**config.mk**
```make
export PLATFORM = sky130hd
export DESIGN_NAME = mem_region_router
export DESIGN_NICKNAME = d
export VERILOG_FILES = /design/src/rtl/mem_region_router.sv
export SDC_FILE = /design/constraint.sdc
export NUM_CORES = 1
export LEC_CHECK = 0
export CAP_MARGIN = 20
export CORE_ASPECT_RATIO = 1.1
export CORE_MARGIN = 2
export CORE_UTILIZATION = 56
export DETAILED_ROUTE_END_ITERATION = 8
export HOLD_SLACK_MARGIN = 0.15
export PLACE_DENSITY_LB_ADDON = 0.2
export SYNTH_ARGS = -nofsm -noshare
export SYNTH_HDL_FRONTEND = slang
export SYNTH_SLANG_ARGS = --single-unit
```
**constraint.sdc**
```tcl
create_clock -name clock -period 4.4 [get_ports clock]
set_input_delay 0.66 -clock clock [delete_from_list [all_inputs] [get_ports clock]]
set_output_delay 0.66 -clock clock [all_outputs]
set_load 0.02 [all_outputs]
```
**src/rtl/mem_region_router.sv**
```systemverilog
// Sequential address-region router: buffers core requests in a small FIFO, decodes
// each against NREG [base, top) windows and forwards it to one slave at a time.
module mem_region_router #(
  parameter int                   XLEN       = 32,
  parameter int                   NREG       = 3,
  parameter logic [NREG*XLEN-1:0] BASE_ADDR  = {32'h2000000, 32'h1000000, 32'h0},
  parameter logic [NREG*XLEN-1:0] TOP_ADDR   = {32'h200C000, 32'h1000004, 32'h100000},
  parameter int                   PEND_DEPTH = 4,
  parameter int                   TIMEOUT    = 256
) (
  input  logic                   reset,
  input  logic                   clock,
  input  logic                   m_valid,
  input  logic                   m_instr,
  input  logic [XLEN-1:0]        m_addr,
  input  logic [XLEN-1:0]        m_wdata,
  input  logic [XLEN/8-1:0]      m_wstrb,
  output logic [XLEN-1:0]        m_rdata,
  output logic                   m_ready,
  output logic                   m_error,
  output logic                   m_full,
  output logic                   m_overflow,
  output logic [NREG-1:0]        s_valid,
  output logic                   s_instr,
  output logic [XLEN-1:0]        s_addr,
  output logic [XLEN-1:0]        s_wdata,
  output logic [XLEN/8-1:0]      s_wstrb,
  input  logic [NREG*XLEN-1:0]   s_rdata,
  input  logic [NREG-1:0]        s_ready
);

  localparam int WB = XLEN / 8;
  localparam int PW = $clog2(PEND_DEPTH);
  localparam int CW = PW + 1;
  localparam int SW = (NREG > 1) ? $clog2(NREG) : 1;
  localparam int TW = (TIMEOUT > 1) ? $clog2(TIMEOUT) : 1;
  localparam logic [CW-1:0] DEPTH_C  = CW'(PEND_DEPTH);
  localparam logic [TW-1:0] TMO_LAST = TW'((TIMEOUT > 0) ? TIMEOUT - 1 : 0);

  typedef enum logic {ST_IDLE, ST_WAIT} state_t;

  state_t state, state_nxt;

  logic            fifo_instr [PEND_DEPTH];
  logic [XLEN-1:0] fifo_addr  [PEND_DEPTH];
  logic [XLEN-1:0] fifo_wdata [PEND_DEPTH];
  logic [WB-1:0]   fifo_wstrb [PEND_DEPTH];

  logic [PW-1:0] wr_ptr, rd_ptr;
  logic [CW-1:0] count, count_nxt;
  logic [TW-1:0] timer;
  logic [SW-1:0] sel;

  logic            push, pop, issue, ok_rsp, miss_rsp, tmo_rsp;
  logic [XLEN-1:0] head_addr;
  logic            dec_hit;
  logic [SW-1:0]   dec_idx;
  logic [NREG-1:0] dec_oh;
  logic            sel_ready;
  logic [XLEN-1:0] sel_rdata;

  // An empty window (base >= top) can never match.
  function automatic logic region_hit(input int idx, input logic [XLEN-1:0] addr);
    logic [XLEN-1:0] lo, hi;
    lo = BASE_ADDR[idx*XLEN +: XLEN];
    hi = TOP_ADDR[idx*XLEN +: XLEN];
    return (lo < hi) && (addr >= lo) && (addr < hi);
  endfunction

  assign head_addr = fifo_addr[rd_ptr];
  assign push      = m_valid && (count != DEPTH_C);

  // Scan downward so the lowest matching index is the one left standing.
  always_comb begin
    dec_hit = 1'b0;
    dec_idx = '0;
    dec_oh  = '0;
    for (int i = NREG - 1; i >= 0; i--) begin
      if (region_hit(i, head_addr)) begin
        dec_hit = 1'b1;
        dec_idx = SW'(i);
      end
    end
    for (int i = 0; i < NREG; i++) begin
      dec_oh[i] = dec_hit && (dec_idx == SW'(i));
    end
  end

  always_comb begin
    sel_ready = 1'b0;
    sel_rdata = '0;
    for (int i = 0; i < NREG; i++) begin
      if (sel == SW'(i)) begin
        sel_ready = s_ready[i];
        sel_rdata = s_rdata[i*XLEN +: XLEN];
      end
    end
  end

  always_comb begin
    state_nxt = state;
    pop       = 1'b0;
    issue     = 1'b0;
    ok_rsp    = 1'b0;
    miss_rsp  = 1'b0;
    tmo_rsp   = 1'b0;
    case (state)
      ST_IDLE: begin
        if (count != '0) begin
          pop = 1'b1;
          if (dec_hit) begin
            issue     = 1'b1;
            state_nxt = ST_WAIT;
          end else begin
            miss_rsp = 1'b1;
          end
        end
      end
      ST_WAIT: begin
        if (sel_ready) begin
          ok_rsp    = 1'b1;
          state_nxt = ST_IDLE;
        end else if ((TIMEOUT != 0) && (timer == TMO_LAST)) begin
          tmo_rsp   = 1'b1;
          state_nxt = ST_IDLE;
        end
      end
      default: state_nxt = ST_IDLE;
    endcase
  end

  always_comb begin
    case ({push, pop})
      2'b10:   count_nxt = count + 1'b1;
      2'b01:   count_nxt = count - 1'b1;
      default: count_nxt = count;
    endcase
  end

  always_ff @(posedge clock) begin
    if (push) begin
      fifo_instr[wr_ptr] <= m_instr;
      fifo_addr[wr_ptr]  <= m_addr;
      fifo_wdata[wr_ptr] <= m_wdata;
      fifo_wstrb[wr_ptr] <= m_wstrb;
    end
  end

  always_ff @(posedge clock) begin
    if (!reset) begin
      state      <= ST_IDLE;
      wr_ptr     <= '0;
      rd_ptr     <= '0;
      count      <= '0;
      timer      <= '0;
      sel        <= '0;
      m_rdata    <= '0;
      m_ready    <= 1'b0;
      m_error    <= 1'b0;
      m_full     <= 1'b0;
      m_overflow <= 1'b0;
      s_valid    <= '0;
      s_instr    <= 1'b0;
      s_addr     <= '0;
      s_wdata    <= '0;
      s_wstrb    <= '0;
    end else begin
      state  <= state_nxt;
      count  <= count_nxt;
      m_full <= (count_nxt == DEPTH_C);
      if (push) wr_ptr <= wr_ptr + 1'b1;
      if (pop)  rd_ptr <= rd_ptr + 1'b1;
      // A drop is judged on the registered count, so a same-cycle pop does not save it.
      if (m_valid && (count == DEPTH_C)) m_overflow <= 1'b1;

      s_valid <= '0;
      if (issue) begin
        s_valid <= dec_oh;
        s_instr <= fifo_instr[rd_ptr];
        s_addr  <= head_addr;
        s_wdata <= fifo_wdata[rd_ptr];
        s_wstrb <= fifo_wstrb[rd_ptr];
        sel     <= dec_idx;
        timer   <= '0;
      end else if ((state == ST_WAIT) && (TIMEOUT != 0)) begin
        timer <= timer + 1'b1;
      end

      m_ready <= ok_rsp | miss_rsp | tmo_rsp;
      m_error <= miss_rsp | tmo_rsp;
      m_rdata <= ok_rsp ? sel_rdata : '0;
    end
  end

endmodule

```
==> flow_summary.json, run 1 <==
{
  "postSynthNetCount": 1146,
  "netlist_instances": 968,
  "yosys_warns": 0,
  "rows": 63,
  "cp-end-kind": "flop",
  "clock.fmax_mhz": 270,
  "first_global_vias": 8887,
  "crit_path_frequent_cell": "sky130_fd_sc_hd__buf_4",
  "grt_max_degree": 88,
  "cts_tree": "yes",
  "timing.critical_path.slowest_cell_delay_ns": 1.02,
  "drc_violation_count_after_routing": 0,
  "drt_pass1_iterations": 5,
  "ctsResizeCount": 0,
  "critPathKind": "flop to flop",
  "sinks_on_the_clock_net": 404,
  "layout_min_cycle_time_ns": 3.70,
  "final.setup_skew_ns": 0.0174,
  "cp_max_fo": 28,
  "floorplan.die_area_um2": 28500,
  "hold_path.class": "flop to flop",
  "outcome": "finished, final reports clean",
  "synth.area.top_cells": "sky130_fd_sc_hd__edfxtp_1 (55%), sky130_fd_sc_hd__dfxtp_1 (17%), sky130_fd_sc_hd__mux4_2 (8.6%), sky130_fd_sc_hd__mux2i_1 (6.2%), sky130_fd_sc_hd__nand2_1 (3.2%)",
  "cts_setup_buffers": 0,
  "clock_path_buffers": 3,
  "report.power.total_uw": 9410,
  "gpl.final_weighted_congestion": 0.792,
  "path_cells": "buf_4, nor3_1, a22oi_1, a2111o_1, a21o_1, nor2b_4, buf_4, mux2i_1",
  "layout.nets": 1428,
  "grt_first_pass_wirelength_um": 50200,
  "internal_reg_to_reg_setup_slack_ns": 0.70,
  "fillers": 1752,
  "htree_levels": 2,
  "synth_edf_count": 276,
  "fin_setup_tns_ns": 0,
  "multi_input_area_um2": 3990,
  "postRouteWirelength_um": 33200,
  "chipWidth_um": 161,
  "synthArstFlopShare_pct": 0,
  "syn_area_um2": 15200,
  "mostFrequentLayoutCell": "sky130_fd_sc_hd__clkdlybuf4s50_1",
  "max-cap-violations": 0,
  "finalSetupViolCount": 0,
  "area_delta_synth_final_pct": 29.0,
  "ys_seq_elements": 404,
  "setup.worst_path.start_class": "flop",
  "ctsHoldBuffers": 0,
  "grt_overflow_total": 0,
  "final_cell_mix": "sky130_fd_sc_hd__clkdlybuf4s50_1 (277), sky130_fd_sc_hd__edfxtp_1 (276), sky130_fd_sc_hd__nand2_1 (131)",
  "worst_pin_slew_ns": 1.10,
  "vias_per_cell": 5.37,
  "critical_path.slowest_cell": "sky130_fd_sc_hd__dfxtp_1",
  "wire_length_per_cell_after_detailed_routing_um": 20.2,
  "yosysUniqueCellTypes": 45,
  "synth_top_cell_by_area": "sky130_fd_sc_hd__edfxtp_1",
  "post_synth.cell_area_avg_um2": 15.7,
  "synth_top_area_share_pct": 54.5,
  "max_slew_margin_pct": 26.9,
  "coreArea_um2": 26800,
  "layout-drive-gt1-share_pct": 11.8,
  "ioPinCount": 279,
  "drtIter0Drc": 592,
  "num_cts_buffers": 40,
  "slew_violations": 0,
  "p_leak_uw": 0.00684,
  "cts-root-buf": "sky130_fd_sc_hd__clkbuf_16",
  "clk-insertion-delay-late_ns": 0.53,
  "path_clk_slew_ns": 0.06,
  "synth.yosys.seq_area_share_pct": 71.4,
  "count_of_antenna_violating_nets_left_after_detailed_routing": 0,
  "synthFlopType": "sky130_fd_sc_hd__edfxtp_1",
  "via_count": 8810,
  "initial_antenna_violation_count": 5,
  "final_min_period_over_clock_period_pct": 84.1,
  "post-dp-hpwl_um": 21800,
  "required_ns": 4.85,
  "endpoint": "s_wdata[4]$_SDFFE_PN0P_",
  "track_usage_pct": 23.3,
  "rsz0062_at_grt": "false",
  "cp_data_arrival_time_ns": 4.15,
  "initial_utilization_pct": 56.7,
  "chipHeight_um": 177,
  "worstReg2RegEnd": "s_wdata[4]$_SDFFE_PN0P_",
  "hold_viol": 0,
  "worstRegToRegCells": 8,
  "power-per-cell-area_nw_per_um2": 480,
  "register_area_um2": 10900,
  "numPortBuffers": 278,
  "ir_worst_vdd_v": 0.000427
}
==> through the flow <==
stage	setup WS [ns]	utilization (%)	cells	hold slack, ns	cell area, um2
2_1_floorplan	1.25	-	968	0.500	15200
3_3_place_gp	0.893	68.2	1565	0.445	18300
3_5_place_dp	0.705	68.2	1565	0.449	18300
4_1_cts	0.697	73.1	1638	0.461	19600
5_1_grt	0.429	73.1	1639	0.476	19600
6_report	0.697	73.1	1641	0.459	19600
==> per-layer routing <==
| layer | part of all wire, % | global-route usage, % | vias up |
|---|---|---|---|
| li1 | - | - | 4146 |
| met5 | 0.066 | 0 | - |
| met1 | 39 | 28.1 | 4291 |
| met4 | 3.0 | 8.26 | 4 |
| met2 | 50 | 40.0 | 314 |
| met3 | 8.3 | 6.89 | 55 |
==> cells in the mapped netlist (3+ instances only) <==
| cell type | count |
|---|---|
| sky130_fd_sc_hd__nor4_1 | 10 |
| sky130_fd_sc_hd__a21oi_1 | 38 |
| sky130_fd_sc_hd__nand3_1 | 3 |
| sky130_fd_sc_hd__nor2_1 | 81 |
| sky130_fd_sc_hd__ha_1 | 6 |
| sky130_fd_sc_hd__clkbuf_1 | 31 |
| sky130_fd_sc_hd__and2_1 | 4 |
| sky130_fd_sc_hd__or2_2 | 3 |
| sky130_fd_sc_hd__xnor2_1 | 8 |
| sky130_fd_sc_hd__buf_6 | 5 |
| sky130_fd_sc_hd__xor2_1 | 5 |
| sky130_fd_sc_hd__buf_1 | 10 |
| sky130_fd_sc_hd__buf_12 | 4 |
| sky130_fd_sc_hd__nand4_1 | 3 |
| sky130_fd_sc_hd__nor3_1 | 13 |
| sky130_fd_sc_hd__mux2i_1 | 94 |
| sky130_fd_sc_hd__inv_1 | 9 |
| sky130_fd_sc_hd__and3_1 | 13 |
| sky130_fd_sc_hd__a22oi_1 | 3 |
| sky130_fd_sc_hd__mux4_2 | 58 |
| sky130_fd_sc_hd__edfxtp_1 | 276 |
| sky130_fd_sc_hd__nand2_1 | 131 |
| sky130_fd_sc_hd__dfxtp_1 | 128 |
==> registers in the layout, summed over array words and instances (netlist names), named ones only <==
name,count
m_error,1
fifo_addr,128
fifo_wstrb,16
s_wstrb,4
m_rdata,32
m_full,1
m_overflow,1
s_instr,1
s_valid,3
s_wdata,32
sel,2
wr_ptr,2
m_ready,1
state,1
fifo_instr,4
fifo_wdata,128
s_addr,32
rd_ptr,2
timer,8
count,3
==> worst max-delay path: cells and delay by family, from the launching register on <==
kind | cells | cell delay (ns)
mux | 1 | 0.25
simple gates | 2 | 0.79
flops | 1 | 1.02
compound gates | 3 | 0.65
buf+inv | 2 | 0.85
==> where the power goes <==
| group | internal (uW) | switching [uW] |
|---|---|---|
| Combinational | 779 | 670 |
| Sequential | 4390 | 223 |
| Clock | 1960 | 1390 |
| Total | 7130 | 2290 |
==> cells by family (layout without fill, tap and decap cells) <==
kind of cell	Yosys count	after routing	share of synthesized area [%]
flip-flops	404	404	71.4
AND/OR/NAND/NOR	273	273	7.74
multiplexers	153	153	15.0
buffers and inverters	64	377	2.40
AO/OA/AOI/OAI	54	54	2.12
XOR/XNOR	13	13	0.749
adder cells (fa/ha/maj)	7	7	0.626
other	0	3	0
==> worst min-delay path by stage <==
stage	startpoint	endpoint	slack, ns	cells past startpoint
finish	s_wdata[16]$_SDFFE_PN0P_	s_wdata[16]$_SDFFE_PN0P_	0.46	2
global route	s_wdata[30]$_SDFFE_PN0P_	s_wdata[30]$_SDFFE_PN0P_	0.48	2
detailed placement	s_wdata[6]$_SDFFE_PN0P_	s_wdata[6]$_SDFFE_PN0P_	0.45	2
global placement	s_wdata[6]$_SDFFE_PN0P_	s_wdata[6]$_SDFFE_PN0P_	0.45	2
CTS	s_wdata[14]$_SDFFE_PN0P_	s_wdata[14]$_SDFFE_PN0P_	0.46	2
floorplan	count[1]$_SDFF_PN0_	count[1]$_SDFF_PN0_	0.50	2
==> area by class of cell <==
cell class | count | share of cell area (%)
clock buffers | 54 | 5.64
multi-input cells | 500 | 20.4
inverters | 9 | 0.172
flip-flops and latches | 404 | 55.4
well taps | 357 | 2.28
repair buffers | 295 | 15.1
clock inverters | 19 | 1.05
diodes | 3 | 0.0383
Power figures use the tool's default switching activity.
==> run 2: changes to the inputs <==
--- a/config.mk
+++ b/config.mk
@@ -8,7 +8,7 @@
 export CAP_MARGIN = 20
 export CORE_ASPECT_RATIO = 1.1
 export CORE_MARGIN = 2
-export CORE_UTILIZATION = 56
+export CORE_UTILIZATION = 47
 export DETAILED_ROUTE_END_ITERATION = 8
 export HOLD_SLACK_MARGIN = 0.15
 export PLACE_DENSITY_LB_ADDON = 0.2
==> constraint.sdc (replaced) <==
create_clock -name clock -period 3.27 [get_ports clock]
set_input_delay 0.4905 -clock clock [delete_from_list [all_inputs] [get_ports clock]]
set_output_delay 0.4905 -clock clock [all_outputs]
set_load 0.02 [all_outputs]
==> flow_summary.json, run 2 (synthesized netlist as in run 1, its figures left out) <==
{
  "outcome": "finished, final reports clean",
  "hold_path.class": "input port to flop",
  "required_ns": 3.71,
  "hold-path-cell-count": 3,
  "cp_data_arrival_time_ns": 3.40,
  "finalSetupViolCount": 0,
  "vias_per_cell": 5.15,
  "htree_levels": 2,
  "rsz0062_at_grt": "false",
  "cp_max_fo": 27,
  "max-cap-violations": 0,
  "via_count": 8833,
  "count_of_antenna_violating_nets_left_after_detailed_routing": 0,
  "p_comb_share_pct": 16.5,
  "p_leak_uw": 0.00692,
  "drc_violation_count_after_routing": 0,
  "chipWidth_um": 175,
  "wire_length_per_cell_after_detailed_routing_um": 19.7,
  "cts_tree": "yes",
  "path_clk_slew_ns": 0.06,
  "clock_path_buffers": 3,
  "final_cell_mix": "sky130_fd_sc_hd__clkdlybuf4s50_1 (277), sky130_fd_sc_hd__edfxtp_1 (276), sky130_fd_sc_hd__nand2_1 (131)",
  "layoutNonFillerInstCount": 1716,
  "floorplan.die_area_um2": 33800,
  "worstHoldStart": "reset",
  "clock.fmax_mhz": 338,
  "worst_pin_slew_ns": 1.02,
  "setup.worst_path.start_class": "flop",
  "mostFrequentLayoutCell": "sky130_fd_sc_hd__clkdlybuf4s50_1",
  "cts_setup_buffers": 0,
  "track_usage_pct": 19.7,
  "ir_worst_vdd_v": 0.000431,
  "pwr-share-clk_pct": 35.8,
  "ioPinCount": 279,
  "critical_path.slowest_cell": "sky130_fd_sc_hd__nor2b_4",
  "clk-insertion-delay-late_ns": 0.52,
  "ctsResizeCount": 0,
  "switching_power_uw": 3050,
  "layout-drive-gt1-share_pct": 12.6,
  "sinks_on_the_clock_net": 404,
  "max_slew_margin_pct": 32.0,
  "final.setup_skew_ns": 0.0133,
  "path_cells": "buf_4, mux4_2, nor4b_1, nand2_1, a211oi_2, nor2b_4, buf_12, mux2i_1",
  "drtIter0Drc": 317,
  "report.power.total_uw": 12800,
  "cts-root-buf": "sky130_fd_sc_hd__clkbuf_16",
  "internal_reg_to_reg_setup_slack_ns": 0.31,
  "final_min_period_over_clock_period_pct": 90.5,
  "initial_utilization_pct": 47.3,
  "final_util_pct": 61.6,
  "post-dp-hpwl_um": 22500,
  "initial_antenna_violation_count": 1,
  "area_delta_synth_final_pct": 30.3,
  "worst_hold_path.endpoint": "s_wdata[6]$_SDFFE_PN0P_",
  "switching_share_pct": 23.9,
  "fin_setup_tns_ns": 0,
  "grt_first_pass_wirelength_um": 50700,
  "placed_cells_incl_taps": 1643,
  "sequentialPowerShare_pct": 47.7,
  "gpl.final_weighted_congestion": 0.785,
  "hold_viol": 0,
  "postRouteWirelength_um": 33800,
  "slew_violations": 0,
  "layout.nets": 1438,
  "grt_max_degree": 89,
  "drt_pass1_iterations": 5,
  "rows": 69,
  "cp-end-kind": "flop",
  "numPortBuffers": 278,
  "layout_min_cycle_time_ns": 2.96,
  "internal_power_uw": 9720,
  "coreArea_um2": 32100,
  "power-per-cell-area_nw_per_um2": 645,
  "num_cts_buffers": 41,
  "ctsHoldBuffers": 0,
  "grt_overflow_total": 0,
  "first_global_vias": 8958,
  "hold_ws_ns": 0.451,
  "timing.critical_path.slowest_cell_delay_ns": 0.79,
  "top_regs": "fifo_addr (128), fifo_wdata (128)",
  "critPathKind": "flop to flop",
  "worstRegToRegCells": 8,
  "worstReg2RegEnd": "s_instr$_SDFFE_PN0P_",
  "chipHeight_um": 193
}
-- run 2: changes by cell type in the layout (fill, tap and decap cells not counted), moves of 3 or more --
cell                       previous run  this run
sky130_fd_sc_hd__buf_4               14        21
sky130_fd_sc_hd__clkbuf_1            10         3
sky130_fd_sc_hd__clkbuf_8             3         6
sky130_fd_sc_hd__clkinv_1             2         7
sky130_fd_sc_hd__clkinv_2             4         9
sky130_fd_sc_hd__inv_6                3         0
-- run 2: metrics by stage --
stage          worst slack, ns  instance area (um2)
6_report                 0.311                19800
5_1_grt                 0.0836                19800
4_1_cts                  0.286                19800
3_5_place_dp             0.310                18500
3_3_place_gp             0.352                18500
2_1_floorplan            0.294                15200
-- run 2: power by group through the flow --
stage,sequential (uW),combinational (uW),clock (uW)
finish,6100,2100,4580
global placement,6200,2110,0
detailed placement,6210,2140,0
CTS,6110,2150,4700
global route,6140,2300,4910
floorplan,6130,1450,0
-- run 2: how the worst max path moves through the flow --
| stage | to | startpoint | depth (start not counted) | slack (ns) |
|---|---|---|---|---|
| final | s_instr$_SDFFE_PN0P_ | flop | 8 | 0.31 |
| after global routing | s_wdata[4]$_SDFFE_PN0P_ | flop | 8 | 0.08 |
| after CTS | s_instr$_SDFFE_PN0P_ | flop | 8 | 0.29 |
| after detailed placement | s_addr[26]$_SDFFE_PN0P_ | flop | 8 | 0.31 |
| after global placement | s_addr[29]$_SDFFE_PN0P_ | flop | 8 | 0.35 |
| after floorplan | fifo_addr[1][0]$_DFFE_PP_ | m_valid | 2 | 0.29 |
-- run 2: critical path, delay by kind of cell (launching register included) --
| family | cells | cell delay [ns] |
|---|---|---|
| muxes | 2 | 0.73 |
| and+or+nand+nor | 3 | 1.07 |
| DFF | 1 | 0.42 |
| AOI/OAI and AO/OA | 1 | 0.07 |
| buffers and inverters | 2 | 0.52 |
-- run 2: area by class of cell --
class                   count  area, um2
well taps                 426        533
repair buffers            304       3050
multi-input cells         500       3990
flip-flops and latches    404      10900
clock buffers              50       1120
fillers                  2454      12300
diodes                      1       2.50
clock inverters            22        208
inverters                   9       33.8
-- run 2: metal layers --
layer  track usage [%]  share of wire, %  vias to the layer above
li1                  -                 -                     4181
met1              23.8                40                     4333
met2              35.5                51                      270
met3              4.65               6.5                       49
met4              5.31               2.2                        0
met5                 0                 0                        -
